[src/rtl/tft_pkg.sv]
// Shared types for the TFT sequencer and the SPI word transmitter.
package tft_pkg;

   typedef enum logic [1:0] {
      IDLE = 2'd0,
      LOW  = 2'd1,
      HIGH = 2'd2,
      DONE = 2'd3
   } tx_state_e;

   localparam logic DC_CMD  = 1'b0;
   localparam logic DC_DATA = 1'b1;

   localparam int WORD_W      = 9;
   localparam int DC_POS      = 8;
   localparam int PAYLOAD_MSB = 7;

   // D/C flag in bit 8, payload in bits 7:0 (sent MSB first)
   typedef struct packed {
      logic       dc;
      logic [7:0] payload;
   } tft_word_t;

   function automatic tft_word_t make_word(input logic dc, input logic [7:0] payload);
      tft_word_t w;
      w.dc      = dc;
      w.payload = payload;
      return w;
   endfunction

endpackage

[src/rtl/spi_tft_tx_if.sv]
// Request handshake between the TFT sequencer (master) and the transmitter (slave).
interface spi_tft_tx_if;
   import tft_pkg::*;

   tft_word_t data_in;
   logic      data_set;
   logic      idle;

   modport master (output data_in, output data_set, input idle);
   modport slave  (input data_in, input data_set, output idle);

endinterface

[src/rtl/spi_tft_tx.sv]
// SPI mode-0 transmitter for one 9-bit TFT word: 8 payload bits on sdi plus a D/C line.
// Every pin is a flop output; the next value of each is computed in one combinational block.
//
// state | meaning
// IDLE  | waiting for data_set, cs high, idle high
// LOW   | sck low for CLK_DIV cycles, sdi holds the current bit
// HIGH  | sck high for CLK_DIV cycles, panel has sampled sdi
// DONE  | cs hold time after the last bit, sck low
module spi_tft_tx
   import tft_pkg::*;
#(
   parameter int CLK_DIV = 2
) (
   input  logic         clk,
   input  logic         rst,
   spi_tft_tx_if.slave  bus,
   output logic         sck,
   output logic         sdi,
   output logic         dc,
   output logic         cs
);

   localparam int               CNT_W    = $clog2(CLK_DIV) + 1;
   localparam logic [CNT_W-1:0] CNT_LOAD = CNT_W'(CLK_DIV - 1);

   tx_state_e        state_q, state_d;
   logic [CNT_W-1:0] cnt_q, cnt_d;
   logic [2:0]       bit_q, bit_d;
   logic [7:0]       shreg_q, shreg_d;
   logic             sck_q, sck_d;
   logic             sdi_q, sdi_d;
   logic             dc_q, dc_d;
   logic             cs_q, cs_d;
   logic             idle_q, idle_d;

   // Register file of the FSM: state, phase timer, bit index, shifter and all pins
   always_ff @(posedge clk or posedge rst) begin
      if (rst) begin
         state_q <= IDLE;
         cnt_q   <= '0;
         bit_q   <= '0;
         shreg_q <= '0;
         sck_q   <= 1'b0;
         sdi_q   <= 1'b0;
         dc_q    <= 1'b0;
         cs_q    <= 1'b1;
         idle_q  <= 1'b1;
      end else begin
         state_q <= state_d;
         cnt_q   <= cnt_d;
         bit_q   <= bit_d;
         shreg_q <= shreg_d;
         sck_q   <= sck_d;
         sdi_q   <= sdi_d;
         dc_q    <= dc_d;
         cs_q    <= cs_d;
         idle_q  <= idle_d;
      end
   end

   // Next-state and next-pin logic; the phase timer counts down and acts at zero
   always_comb begin
      state_d = state_q;
      cnt_d   = cnt_q;
      bit_d   = bit_q;
      shreg_d = shreg_q;
      sck_d   = sck_q;
      sdi_d   = sdi_q;
      dc_d    = dc_q;
      cs_d    = cs_q;
      idle_d  = idle_q;

      case (state_q)
         IDLE: begin
            if (bus.data_set) begin
               shreg_d = bus.data_in.payload;
               dc_d    = bus.data_in.dc;
               sdi_d   = bus.data_in.payload[PAYLOAD_MSB];
               cs_d    = 1'b0;
               idle_d  = 1'b0;
               bit_d   = 3'd7;
               cnt_d   = CNT_LOAD;
               state_d = LOW;
            end
         end
         LOW: begin
            if (cnt_q == '0) begin
               sck_d   = 1'b1;
               cnt_d   = CNT_LOAD;
               state_d = HIGH;
            end else begin
               cnt_d = cnt_q - 1'b1;
            end
         end
         HIGH: begin
            if (cnt_q == '0) begin
               sck_d = 1'b0;
               cnt_d = CNT_LOAD;
               if (bit_q != 3'd0) begin
                  // sdi moves on the same edge sck falls, so it never changes while sck is high
                  bit_d   = bit_q - 3'd1;
                  shreg_d = {shreg_q[6:0], 1'b0};
                  sdi_d   = shreg_q[6];
                  state_d = LOW;
               end else begin
                  state_d = DONE;
               end
            end else begin
               cnt_d = cnt_q - 1'b1;
            end
         end
         DONE: begin
            if (cnt_q == '0) begin
               cs_d    = 1'b1;
               idle_d  = 1'b1;
               sdi_d   = 1'b0;
               state_d = IDLE;
            end else begin
               cnt_d = cnt_q - 1'b1;
            end
         end
         default: begin
            state_d = IDLE;
         end
      endcase
   end

   assign sck      = sck_q;
   assign sdi      = sdi_q;
   assign dc       = dc_q;
   assign cs       = cs_q;
   assign bus.idle = idle_q;

endmodule

[src/flat_wrapper.sv]
// flat-port wrapper written by rule: the top's interface ports become plain ports
module spi_tft_tx_flat import tft_pkg::*;
#(
   parameter int CLK_DIV = 2
)
  (clk, rst, sck, sdi, dc, cs, bus_data_in, bus_data_set, bus_idle);
  spi_tft_tx_if bus_i ();
  input  logic clk;
  input  logic rst;
  output logic sck;
  output logic sdi;
  output logic dc;
  output logic cs;
  input wire logic [$bits(bus_i.data_in)-1:0] bus_data_in;
  input wire logic [$bits(bus_i.data_set)-1:0] bus_data_set;
  output wire logic [$bits(bus_i.idle)-1:0] bus_idle;
  assign bus_i.data_in = bus_data_in;
  assign bus_i.data_set = bus_data_set;
  assign bus_idle = bus_i.idle;
  spi_tft_tx #(.CLK_DIV(CLK_DIV)) u_core (.clk(clk), .rst(rst), .bus(bus_i), .sck(sck), .sdi(sdi), .dc(dc), .cs(cs));
endmodule
[config.mk]
export PLATFORM = sky130hd
export DESIGN_NAME = spi_tft_tx_flat
export DESIGN_NICKNAME = d
export VERILOG_FILES = /design/src/rtl/tft_pkg.sv /design/src/rtl/spi_tft_tx_if.sv /design/src/rtl/spi_tft_tx.sv /design/src/flat_wrapper.sv
export SDC_FILE = /design/constraint.sdc
export NUM_CORES = 1
export LEC_CHECK = 0
export CAP_MARGIN = 20
export CORE_UTILIZATION = 35
export DETAILED_ROUTE_END_ITERATION = 12
export PLACE_DENSITY = 0.69
export SLEW_MARGIN = 15
export SYNTH_ARGS = -nofsm -noshare
export SYNTH_HDL_FRONTEND = slang
export SYNTH_SLANG_ARGS = --single-unit
export TNS_END_PERCENT = 50
[constraint.sdc]
create_clock -name clk -period 1.9 [get_ports clk]
set_clock_uncertainty 0.05 [all_clocks]
set_input_delay 0.38 -clock clk [delete_from_list [all_inputs] [get_ports clk]]
set_output_delay 0.38 -clock clk [all_outputs]
set_load 0.05 [all_outputs]
==> impl_metrics.csv, run 1 <==
group,metric,value,unit
timing,slew_headroom,79.08,%
power,p_switching,969.7,uW
cts,htreeDepth,1,
worst_setup_path,worstSetupPathType,"reg2reg",
synth,synth_area,1102,sq um
power,p_int,1379,uW
power,p_sw_share,41.29,%
finish,fin_util,46.03,%
finish,drive_gt1_share,31.09,%
cts,clock_sinks,18,
placement,place.gp.congestion,0.7713,
timing,worstMarginPinSlew,0.3139,ns
cts,clk-insertion-delay-late,0.29,ns
route,drtIter0Drc,6,
worst_setup_path,slowest_stage,"dfrtp_1",
floorplanning,die_y,58.12,um
worst_setup_path,cp.required,2.03,ns
power,power_density,1685,nW/um^2
finish,syn_to_final_growth,26.45,%
worst_setup_path,cp.arrival,1.93,ns
power,peakVddDrop,0.6687,mV
finish,num-fill-cells,273,
worst_setup_path,slowest_delay,0.43,ns
placement,portBuffers,16,
cts,holdBufCountCts,0,
worst_setup_path,crit_top_cell,"inv_1",
synth,ys_seq_elements,18,
floorplanning,initial_core_util,36.40,%
finish,finalInstanceArea,1394,sq um
grt,first_global_vias,821,
status,outcome,"finished clean",
timing,setup_viol,0,
synth,syn_nets,116,
route,via_count,776,
placement,dpl.hpwl,1575,um
cts,cts_buffers,3,
route,wl_per_cell,12.22,um
synth,syn_inst,94,
worst_setup_path,ff2ff_path_depth,6,
cts,cts_tree,"yes",
grt,grt_max_degree,19,
grt,grt_pass1_wl,3429,um
route,drt_first_pass_iters,4,
floorplanning,die_w,58.12,um
finish,final_common_cell,"dfrtp_1",
finish,nets,142,
placement,postPlaceCellArea,1338,sq um
cts,clk_pin_slew_worst_paths,0.11,ns
route,antenna_left,0,
floorplanning,core-area,3028,sq um
synth,synth.distinct_cells,31,
route,drc_errors,0,
synth,yosysWarnings,0,
finish,fin_cells,163,
power,share_comb_of_total_power,60.1,%
worst_setup_path,cp_max_fo,9,
route,drt-total-wl,1992,um
power,power_frac_clock,10.1,%
route,vias_per_cell,4.761,
worst_setup_path,cp-start-kind,"flop",
synth,avgSynthCellArea,11.73,sq um
finish,layout_common_cells,"17 x dfrtp_1, 12 x buf_4, 11 x clkdlybuf4s50_1",
cts,cts_root_buf,"clkbuf_4",
timing,fin_crit,1.801,ns
placement,dp_cells,158,
grt,grt_use_total,13.48,%
worst_setup_path,worstReg2RegEnd,"u_core.shreg_q[1]$_DFFE_PP0P_",
floorplanning,dieArea,3378,sq um
floorplanning,row_count,20,
worst_setup_path,r2r_setup_slack,0.1,ns
timing,hold_viol,0,
worst_setup_path,critical_path.cell_chain,"inv_1 -> ha_1 -> inv_1 -> a21oi_4 -> nor2_8 -> mux2_4",
timing,finalCritPeriodShare,94.78,%
cts,cts_max_path_buffers,2,
timing,slew_viol_final,0,
synth,yosysSeqAreaShare,40.98,%
floorplanning,io_pins,17,
timing,fmax,555.3,MHz
worst_setup_path,r2r_start,"u_core.state_q[0]$_DFFE_PP0P_",
grt,overflow,0,
finish,diodes,0,
grt,antenna_found_initial,0,
power,leakage,0.0006352,uW
worst_setup_path,end_kind,"flop",
worst_hold_path,min_path_type,"in2async",
power,p_seq_share,29.7,%
run,drv_cap,0,
[stage by stage]
step | total power [uW] | setup slack, ns | hold WS (ns) | setup TNS (ns)
after floorplan | 1733 | 0.1034 | 0.2678 | 0
after global placement | 2037 | 0.09497 | 0.4209 | 0
after detailed placement | 2079 | 0.08215 | 0.4270 | 0
after CTS | 2326 | 0.04769 | 0.3340 | 0
after global routing | 2543 | -0.003913 | 0.3454 | -0.003913
final | 2349 | 0.09920 | 0.3361 | 0
[sequential cells by signal, indices dropped and copies added, names as in the netlist]
name and count:
u_core.bit_q 3, u_core.cnt_q 2, u_core.cs 1, u_core.dc 1, u_core.sck 1, u_core.sdi 1, u_core.shreg_q 7, u_core.state_q 2
[kinds of logic after synthesis]
group	synth area share, %
compound gates	15.78
fa+ha+maj	11.35
buf+inv	4.540
flops	40.98
mux	18.84
simple gates	8.514
[timing repair]
item | 4_1_cts | 5_1_grt
endpoints found under the setup margin | 0 | 8
setup buffers | 0 | 1
resized for setup | 0 | 3
[Yosys cell counts]
cell type  number  area share, %
dfrtp_1        17             39
ha_1           10             11
inv_1          10            3.4
mux2_2          7            7.2
mux2_4          7            9.5
o21ai_0         7            3.2
a21oi_1         5            2.3
nand2_1         5            1.7
nor2_1          3            1.0
nor3_1          2           0.91
a2111oi_4       1            2.5
a21oi_4         1            1.5
a221o_1         1           0.91
a22oi_1         1           0.68
a2bb2oi_1       1           0.79
a31oi_1         1           0.57
buf_2           1           0.45
buf_4           1           0.68
dfstp_2         1            2.4
mux2i_1         1           0.91
mux2i_2         1            1.2
nand2b_1        1           0.57
nand2b_4        1            1.2
nor2_8          1            1.8
nor2b_1         1           0.57
o211ai_1        1           0.68
o21a_1          1           0.68
o22a_1          1           0.79
o22ai_1         1           0.57
o31ai_1         1           0.68
or2b_1          1           0.68
[per-layer routing]
metal,vias to the layer above,share of wire [%],routed length (um),track usage [%]
met1,372,44,881,15.24
met4,0,2.1,42,7.143
met2,18,50,1000,22.66
li1,382,-,-,-
met5,-,0,0,0
met3,4,3.3,66,4.241
[final cells by class]
class	instances	area [sq um]	share of cell area, %
multi-input cells	64	613.1	43.99
flip-flops and latches	18	451.7	32.41
repair buffers	23	200.2	14.36
well taps	44	55.05	3.950
inverters	10	37.54	2.693
clock buffers	4	36.28	2.603
[how the worst max path moves through the flow]
stage                                  startpoint                       endpoint  slack, ns  cells after the start
floorplan           u_core.state_q[0]$_DFFE_PP0P_    u_core.bit_q[0]$_DFFE_PP0P_       0.10                      5
global placement                     bus_data_set  u_core.shreg_q[1]$_DFFE_PP0P_       0.09                      4
detailed placement  u_core.state_q[1]$_DFFE_PP0P_  u_core.shreg_q[1]$_DFFE_PP0P_       0.08                      5
CTS                 u_core.state_q[1]$_DFFE_PP0P_  u_core.shreg_q[1]$_DFFE_PP0P_       0.05                      5
global route        u_core.state_q[0]$_DFFE_PP0P_  u_core.shreg_q[1]$_DFFE_PP0P_     -0.004                      6
finish              u_core.state_q[0]$_DFFE_PP0P_  u_core.shreg_q[1]$_DFFE_PP0P_        0.1                      6
[power groups by stage]
stage	Sequential (uW)	Clock [uW]	Combinational [uW]
2_1_floorplan	796	0	937
4_1_cts	696	251	1380
5_1_grt	719	262	1560
3_5_place_dp	703	0	1380
6_report	698	238	1410
3_3_place_gp	695	0	1340
[worst max-delay path: cells and delay by family (launching register included)]
family / cells / cell delay [ns]
flops: 1 / 0.43
mux: 1 / 0.31
buf+inv: 2 / 0.27
compound gates: 1 / 0.26
fa+ha+maj: 1 / 0.25
simple gates: 1 / 0.11
(Power assumes the default switching activity.)
==> run 2: changes to the inputs <==
--- a/config.mk
+++ b/config.mk
@@ -8,6 +8,8 @@
 export CAP_MARGIN = 20
 export CORE_UTILIZATION = 35
 export DETAILED_ROUTE_END_ITERATION = 12
+export GPL_ROUTABILITY_DRIVEN = 0
+export MAX_ROUTING_LAYER = met4
 export PLACE_DENSITY = 0.69
 export SLEW_MARGIN = 15
 export SYNTH_ARGS = -nofsm -noshare
==> impl_metrics.csv, run 2 (same netlist as run 1, synthesis figures left out) <==
group,metric,value,unit
status,outcome,"finished clean",
cts,htreeDepth,1,
route,drtIter0Drc,12,
cts,clk_pin_slew_worst_paths,0.11,ns
grt,grt_pass1_wl,3436,um
grt,overflow,0,
grt,grt_use_total,13.94,%
worst_setup_path,path_buf_inv,2,
cts,cts_max_path_buffers,2,
timing,fin_crit,1.805,ns
timing,setup_viol,0,
route,drt_first_pass_iters,4,
floorplanning,core-area,3028,sq um
floorplanning,dieArea,3378,sq um
timing,worstMarginPinSlew,0.3151,ns
timing,fmax,554.1,MHz
cts,holdBufCountCts,0,
worst_setup_path,crit_start,"u_core.state_q[0]$_DFFE_PP0P_",
worst_setup_path,end_kind,"flop",
power,power_frac_clock,10.1,%
floorplanning,io_pins,17,
worst_setup_path,slowest_stage,"dfrtp_1",
cts,clk-insertion-delay-late,0.29,ns
finish,largest_register,"u_core.shreg_q",
run,drv_cap,0,
placement,portBuffers,16,
worst_hold_path,min_path_type,"in2async",
finish,syn_to_final_growth,26.45,%
finish,nets,142,
route,via_count,776,
finish,fin_util,46.03,%
worst_setup_path,crit_cells,6,
finish,final_common_cell,"dfrtp_1",
route,wl_per_cell,12.27,um
route,drt-total-wl,2000,um
cts,cts_root_buf,"clkbuf_4",
worst_setup_path,endpoint,"u_core.shreg_q[1]$_DFFE_PP0P_",
power,peakVddDrop,0.6704,mV
placement,dpl.hpwl,1575,um
finish,fin_cells,163,
worst_setup_path,cp-start-kind,"flop",
worst_setup_path,slowest_delay,0.43,ns
worst_setup_path,worstSetupPathType,"reg2reg",
power,share_comb_of_total_power,60.2,%
worst_setup_path,r2r_setup_slack,0.1,ns
route,drc_errors,0,
power,power.total,2351,uW
route,antenna_left,0,
timing,slew_headroom,78.99,%
timing,slew_viol_final,0,
power,leakage,0.0006352,uW
timing,finalCritPeriodShare,94.99,%
finish,diodes,0,
timing,hold_viol,0,
finish,largest_reg_flops,7,
finish,drive_gt1_share,31.09,%
worst_setup_path,cp_top_family,"flip-flops",
route,vias_per_cell,4.761,
worst_setup_path,r2r_start,"u_core.state_q[0]$_DFFE_PP0P_",
power,p_switching,972.3,uW
floorplanning,die_w,58.12,um
floorplanning,initial_core_util,36.40,%
grt,antenna_found_initial,0,
finish,largest_registers,"u_core.shreg_q x7, u_core.bit_q x3",
cts,cts_tree,"yes",
cts,cts_buffers,3,
placement,dp_cells,158,
finish,layout_common_cells,"17 x dfrtp_1, 12 x buf_4, 11 x clkdlybuf4s50_1",
floorplanning,die_y,58.12,um
power,p_seq_share,29.7,%
cts,clock_sinks,18,
power,power_density,1687,nW/um^2
worst_setup_path,cp.required,2.03,ns
power,p_sw_share,41.36,%
worst_setup_path,crit_top_cell,"inv_1",
grt,first_global_vias,825,
grt,grt_max_degree,19,
worst_setup_path,ff2ff_path_depth,6,
power,p_int,1379,uW
floorplanning,row_count,20,
worst_setup_path,worstReg2RegEnd,"u_core.shreg_q[1]$_DFFE_PP0P_",
worst_setup_path,critical_path.cell_chain,"inv_1 -> ha_1 -> inv_1 -> a21oi_4 -> nor2_8 -> mux2_4",
worst_setup_path,cp.arrival,1.94,ns
worst_setup_path,cp_max_fo,9,
## run 2: cell counts in the layout (fill, tap and decap cells not counted)
No cell type changed its count.
## run 2: how the worst min path moves through the flow
stage                      startpoint                     endpoint  slack, ns  depth (start not counted)
2_1_floorplan                     rst  u_core.bit_q[0]$_DFFE_PP0P_       0.27                          1
3_3_place_gp   u_core.sck$_DFFE_PP0P_       u_core.sck$_DFFE_PP0P_       0.42                          2
3_5_place_dp   u_core.sck$_DFFE_PP0P_       u_core.sck$_DFFE_PP0P_       0.43                          2
4_1_cts                           rst  u_core.bit_q[0]$_DFFE_PP0P_       0.33                          3
5_1_grt                           rst  u_core.bit_q[0]$_DFFE_PP0P_       0.35                          3
6_report                          rst  u_core.bit_q[0]$_DFFE_PP0P_       0.34                          3
## run 2: power by group through the flow
stage	clock network [uW]	logic, uW	registers [uW]
detailed placement	0	1380	703
global placement	0	1340	695
floorplan	0	937	796
finish	237	1420	698
global route	262	1560	719
CTS	251	1380	696
## run 2: what timing repair did
item                       4_1_cts  5_1_grt
setup endpoints to repair        0        8
hold endpoints to repair         0        0
buffers inserted                 0        1
resized for setup                0        3
## run 2: through the flow
step	area, sq um	worst slack [ns]	hold slack, ns	TNS, ns
global placement	1338	0.09497	0.4209	0
floorplan	1102	0.1034	0.2678	0
CTS	1374	0.04769	0.3340	0
finish	1394	0.09528	0.3368	0
detailed placement	1338	0.08215	0.4270	0
global route	1394	-0.003631	0.3454	-0.003631
## run 2: area by class of cell
| cell class | count | area [sq um] |
|---|---|---|
| multi-input combinational | 64 | 613.1 |
| fill | 273 | 1634 |
| inverter | 10 | 37.54 |
| clock buffer | 4 | 36.28 |
| tap | 44 | 55.05 |
| timing repair buffer | 23 | 200.2 |
| sequential | 18 | 451.7 |
## run 2: metal layers
layer  track usage [%]  routed length [um]  vias to the layer above
li1                  -                   -                      384
met1             15.10                 873                      370
met2             22.99                 994                       18
met3             4.241                  89                        4
met4             7.143                  42                        0
met5                 -                   0                        -
## run 2: tightest hold or removal path: cells and delay by family
family                 cells  cell delay (ns)
buffers and inverters      3             0.69
==> run 3: changes to the inputs <==
--- a/config.mk
+++ b/config.mk
@@ -10,7 +10,8 @@
 export DETAILED_ROUTE_END_ITERATION = 12
 export GPL_ROUTABILITY_DRIVEN = 0
 export MAX_ROUTING_LAYER = met4
-export PLACE_DENSITY = 0.69
+export PLACE_DENSITY = 0.67
+export SKIP_CTS_REPAIR_TIMING = 1
 export SLEW_MARGIN = 15
 export SYNTH_ARGS = -nofsm -noshare
 export SYNTH_HDL_FRONTEND = slang
==> constraint.sdc (replaced) <==
create_clock -name clk -period 2.25 [get_ports clk]
set_clock_uncertainty 0.05 [all_clocks]
set_input_delay 0.45 -clock clk [delete_from_list [all_inputs] [get_ports clk]]
set_output_delay 0.45 -clock clk [all_outputs]
set_load 0.05 [all_outputs]
==> impl_metrics.csv, run 3 (same netlist as run 1, synthesis figures left out) <==
group,metric,value,unit
cts,cts_tree,"yes",
placement,portBuffers,16,
floorplanning,die_y,58.12,um
cts,clock_sinks,18,
route,drt-total-wl,1899,um
finish,nets,136,
route,drtIter0Drc,11,
grt,overflow,0,
worst_setup_path,cp_max_fo,4,
finish,largest_reg_flops,7,
status,outcome,"finished clean",
worst_setup_path,cp_top_family,"buffers and inverters",
worst_setup_path,ff2ff_path_depth,5,
route,vias_per_cell,4.599,
worst_setup_path,cp.required,1.75,ns
worst_setup_path,worstSetupPathType,"reg2out",
timing,slew_viol_final,0,
floorplanning,row_count,20,
grt,grt_pass1_wl,3318,um
timing,finalCritPeriodShare,94.73,%
worst_setup_path,slowest_stage,"clkdlybuf4s50_1",
timing,hold_viol,0,
worst_setup_path,end_kind,"output pin",
floorplanning,die_w,58.12,um
finish,diodes,0,
finish,num-fill-cells,293,
timing,worstMarginPinSlew,0.6847,ns
floorplanning,initial_core_util,36.40,%
floorplanning,dieArea,3378,sq um
finish,final_common_cell,"dfrtp_1",
cts,cts_root_buf,"clkbuf_4",
placement,dpl.hpwl,1466,um
grt,first_global_vias,751,
timing,setup_tns,0,ns
route,drt_first_pass_iters,3,
timing,fmax,469.2,MHz
floorplanning,io_pins,17,
cts,cts_max_path_buffers,2,
timing,rsz0062_at_grt,"no",
power,power_density,1386,nW/um^2
worst_setup_path,cp-start-kind,"flop",
route,via_count,722,
worst_setup_path,path_buf_inv,1,
worst_setup_path,slowest_delay,0.80,ns
route,antenna_left,0,
cts,clk_pin_slew_worst_paths,0.11,ns
finish,syn_to_final_growth,21.45,%
finish,fin_cells,157,
grt,antenna_found_initial,0,
floorplanning,core-area,3028,sq um
grt,grt_use_total,13.48,%
placement,dp_cells,153,
power,leakage,0.0005898,uW
worst_hold_path,min_path_type,"reg2reg",
power,peakVddDrop,0.3736,mV
route,wl_per_cell,12.10,um
worst_hold_path,min_path_cells,2,
timing,setup_viol,0,
cts,clk-insertion-delay-late,0.29,ns
worst_setup_path,critical_path.cell_chain,"clkdlybuf4s50_1",
finish,largest_register,"u_core.shreg_q",
timing,slew_headroom,54.30,%
run,drv_cap,0,
worst_setup_path,cp.arrival,1.63,ns
finish,largest_registers,"u_core.shreg_q x7, u_core.bit_q x3",
cts,cts_buffers,3,
finish,drive_gt1_share,21.24,%
finish,layout_common_cells,"17 x dfrtp_1, 16 x clkdlybuf4s50_1, 10 x inv_1, 10 x ha_1",
cts,htreeDepth,1,
timing,fin_crit,2.131,ns
worst_setup_path,crit_cells,1,
route,drc_errors,0,
grt,grt_max_degree,19,
## run 3: cell count changes in the layout (fill, tap and decap cells not counted), sizes merged
cell	before	now
buf	12	1
clkdlybuf4s50	11	16
## run 3: worst paths after layout
kind / startpoint / slack, ns / to
max: u_core.cs$_DFFE_PP1P_ / 0.12 / cs
min: u_core.sck$_DFFE_PP0P_ / 0.47 / u_core.sck$_DFFE_PP0P_
max reg2reg: u_core.state_q[0]$_DFFE_PP0P_ / 0.22 / u_core.shreg_q[4]$_DFFE_PP0P_
min reg2reg: u_core.sck$_DFFE_PP0P_ / 0.47 / u_core.sck$_DFFE_PP0P_
max in group asynchronous: rst / 1.19 / u_core.shreg_q[5]$_DFFE_PP0P_
min in group asynchronous: rst / 0.51 / u_core.state_q[0]$_DFFE_PP0P_
## run 3: layer usage
| layer | part of all wire [%] | routed length [um] | global-route usage [%] | vias to the layer above |
|---|---|---|---|---|
| li1 | - | - | - | 366 |
| met1 | 46 | 882 | 16.17 | 345 |
| met2 | 49 | 940 | 22.33 | 9 |
| met3 | 2.5 | 48 | 2.679 | 2 |
| met4 | 1.4 | 27 | 5.102 | 0 |
| met5 | 0 | 0 | - | - |
## run 3: worst reg2reg max path, stage by stage (launching register included)
cell and delay (ns):
dfrtp_1 0.44, inv_1 0.16, ha_1 0.34, mux2i_2 0.50
nor2_8 0.11, mux2_4 0.32
## run 3: report_power, final
part           internal, uW  switching, uW  leakage [uW]
combinational           530            573      0.000369
clock                  68.7           94.5     0.0000150
sequential              481            108      0.000206
## run 3: stage by stage
step           setup WS [ns]  util, %  cell area [sq um]  hold WS, ns  total power [uW]
2_1_floorplan         0.4534        -               1102       0.3378              1464
5_1_grt              0.06235    44.21               1339       0.4903              2005
4_1_cts               0.1001    44.21               1339       0.4629              1880
3_3_place_gp          0.3129    43.35               1313       0.4249              1684
6_report              0.1186    44.21               1339       0.4655              1856
3_5_place_dp          0.2674    43.35               1313       0.4279              1706
## run 3: area by class of cell
class | count | area [sq um] | area share [%]
Clock buffer | 4 | 26.28 | 1.963
Timing Repair Buffer | 17 | 167.7 | 12.52
Sequential cell | 18 | 451.7 | 33.74
Tap cell | 44 | 55.05 | 4.112
Inverter | 10 | 37.54 | 2.804
Multi-Input combinational cell | 64 | 600.6 | 44.86
==> edit: new RTL, config.mk and constraints of run 2 <==
Re-encode `tx_state_e` (4 states) as one-hot, 4 bits wide.
--- a/src/rtl/tft_pkg.sv
+++ b/src/rtl/tft_pkg.sv
@@ -1,11 +1,11 @@
 // Shared types for the TFT sequencer and the SPI word transmitter.
 package tft_pkg;
 
-   typedef enum logic [1:0] {
-      IDLE = 2'd0,
-      LOW  = 2'd1,
-      HIGH = 2'd2,
-      DONE = 2'd3
+   typedef enum logic [3:0] {
+      IDLE = 4'b0001,
+      LOW  = 4'b0010,
+      HIGH = 4'b0100,
+      DONE = 4'b1000
    } tx_state_e;
 
    localparam logic DC_CMD  = 1'b0;
Behaviour: same outputs for any inputs over 10 cycles, from zero or initial values and one cycle with rst high; not proved beyond that.
==> edit against run 2 <==
  * Sequential cell count is 2 higher
  * Total power is 27% lower
  * Global-route usage grew 3.3 points
  * Routed wire length increased by 25%
  * Synthesized area increased by 4.0%
  * Worst setup slack better by 18 ps
  * Design area grew 3.7%
  * Critical endpoint is now u_core.sdi$_DFFE_PP0P_
==> edit: results (changes against run 2) <==
- First-pass GRT wire length: 4420 um (+29%)
- Post-synth top cells: dfrtp_1, inv_1, nand2_1
- Unique masters post-synth: 39 (+26%)
- Largest net degree at the start of global routing: 14 (-5)
- Non-Filler Instances: 184 (+13%)
- Inverters: 9 (-1)
- Clk_lat worst skew: 310 ps (+20 ps)
- Area growth, synth to finish: 26.1%
- Met3 usage in global routing: 0.0328 (-0.00966)
- Comb pwr: 781 uW (-45%)
- Largest stage delay, worst path: 530 ps (+100 ps)
- Total global-route track usage: 0.172 (+0.0326)
- Lkg Pwr: 0.000639 uW (+0.63%)
- Wire per inst: 13.6 um (+10%)
- Layout Nets: 157 (+11%)
- Outcome: finished clean
- Mapped Nets: 130 (+12%)
- M2 GR Usage: 0.271 (+0.0414)
- Register bit total from synthesis: 20 (+2)
- Synth area leaders: dfrtp_1, a2bb2oi_1, dfstp_2
- Share of cells above drive strength 1: 0.221 (-0.0895)
- Clock share of power: 0.148 (+0.047)
- Placed cell area: 1390 um^2 (+4.2%)
- Top flop regs: u_core.shreg_q x7, u_core.state_q x4, u_core.bit_q x3
- Synth Area in XOR/XNOR: 0.00764 (+0.00764)
- Vias: 967 (+25%)
- Signal buffers: 30 (+30%)
- Syn Area/Cell: 10.1 um^2 (-14%)
- Post-Synth Adder-Cell Area: 0.0437 (-0.0698)
- # fillers: 301 (+10%)
- Compound-Gate Fraction of Synth Area: 0.233 (+0.0748)
- DR iter-0 viols: 21 (+9)
- Grt met1 use: 0.224 (+0.0727)
- Mux cell area share after synthesis: 0.0480 (-0.140)
[edit: changes by cell type after synthesis, sizes merged, moves of 3 or more]
cell and change:
nand2 +3, clkbuf +3, a21oi -4, a211oi +3, a2bb2oi +6, buf +3, o22ai +5, nor2b +4
a31oi +3, ha -6, mux2 -10
[edit: final timing paths]
check                                               from                            end  slack, ps  cells past startpoint
max                        u_core.state_q[2]$_DFFE_PP0P_         u_core.sdi$_DFFE_PP0P_        110                      5
max in group asynchronous                            rst  u_core.shreg_q[0]$_DFFE_PP0P_       1060                      3
min reg2reg                       u_core.sdi$_DFFE_PP0P_         u_core.sdi$_DFFE_PP0P_        450                      1
max reg2reg                u_core.state_q[2]$_DFFE_PP0P_         u_core.sdi$_DFFE_PP0P_        110                      5
min in group clk                  u_core.sdi$_DFFE_PP0P_         u_core.sdi$_DFFE_PP0P_        450                      1
min                                                  rst  u_core.state_q[3]$_DFFE_PP0P_        240                      2
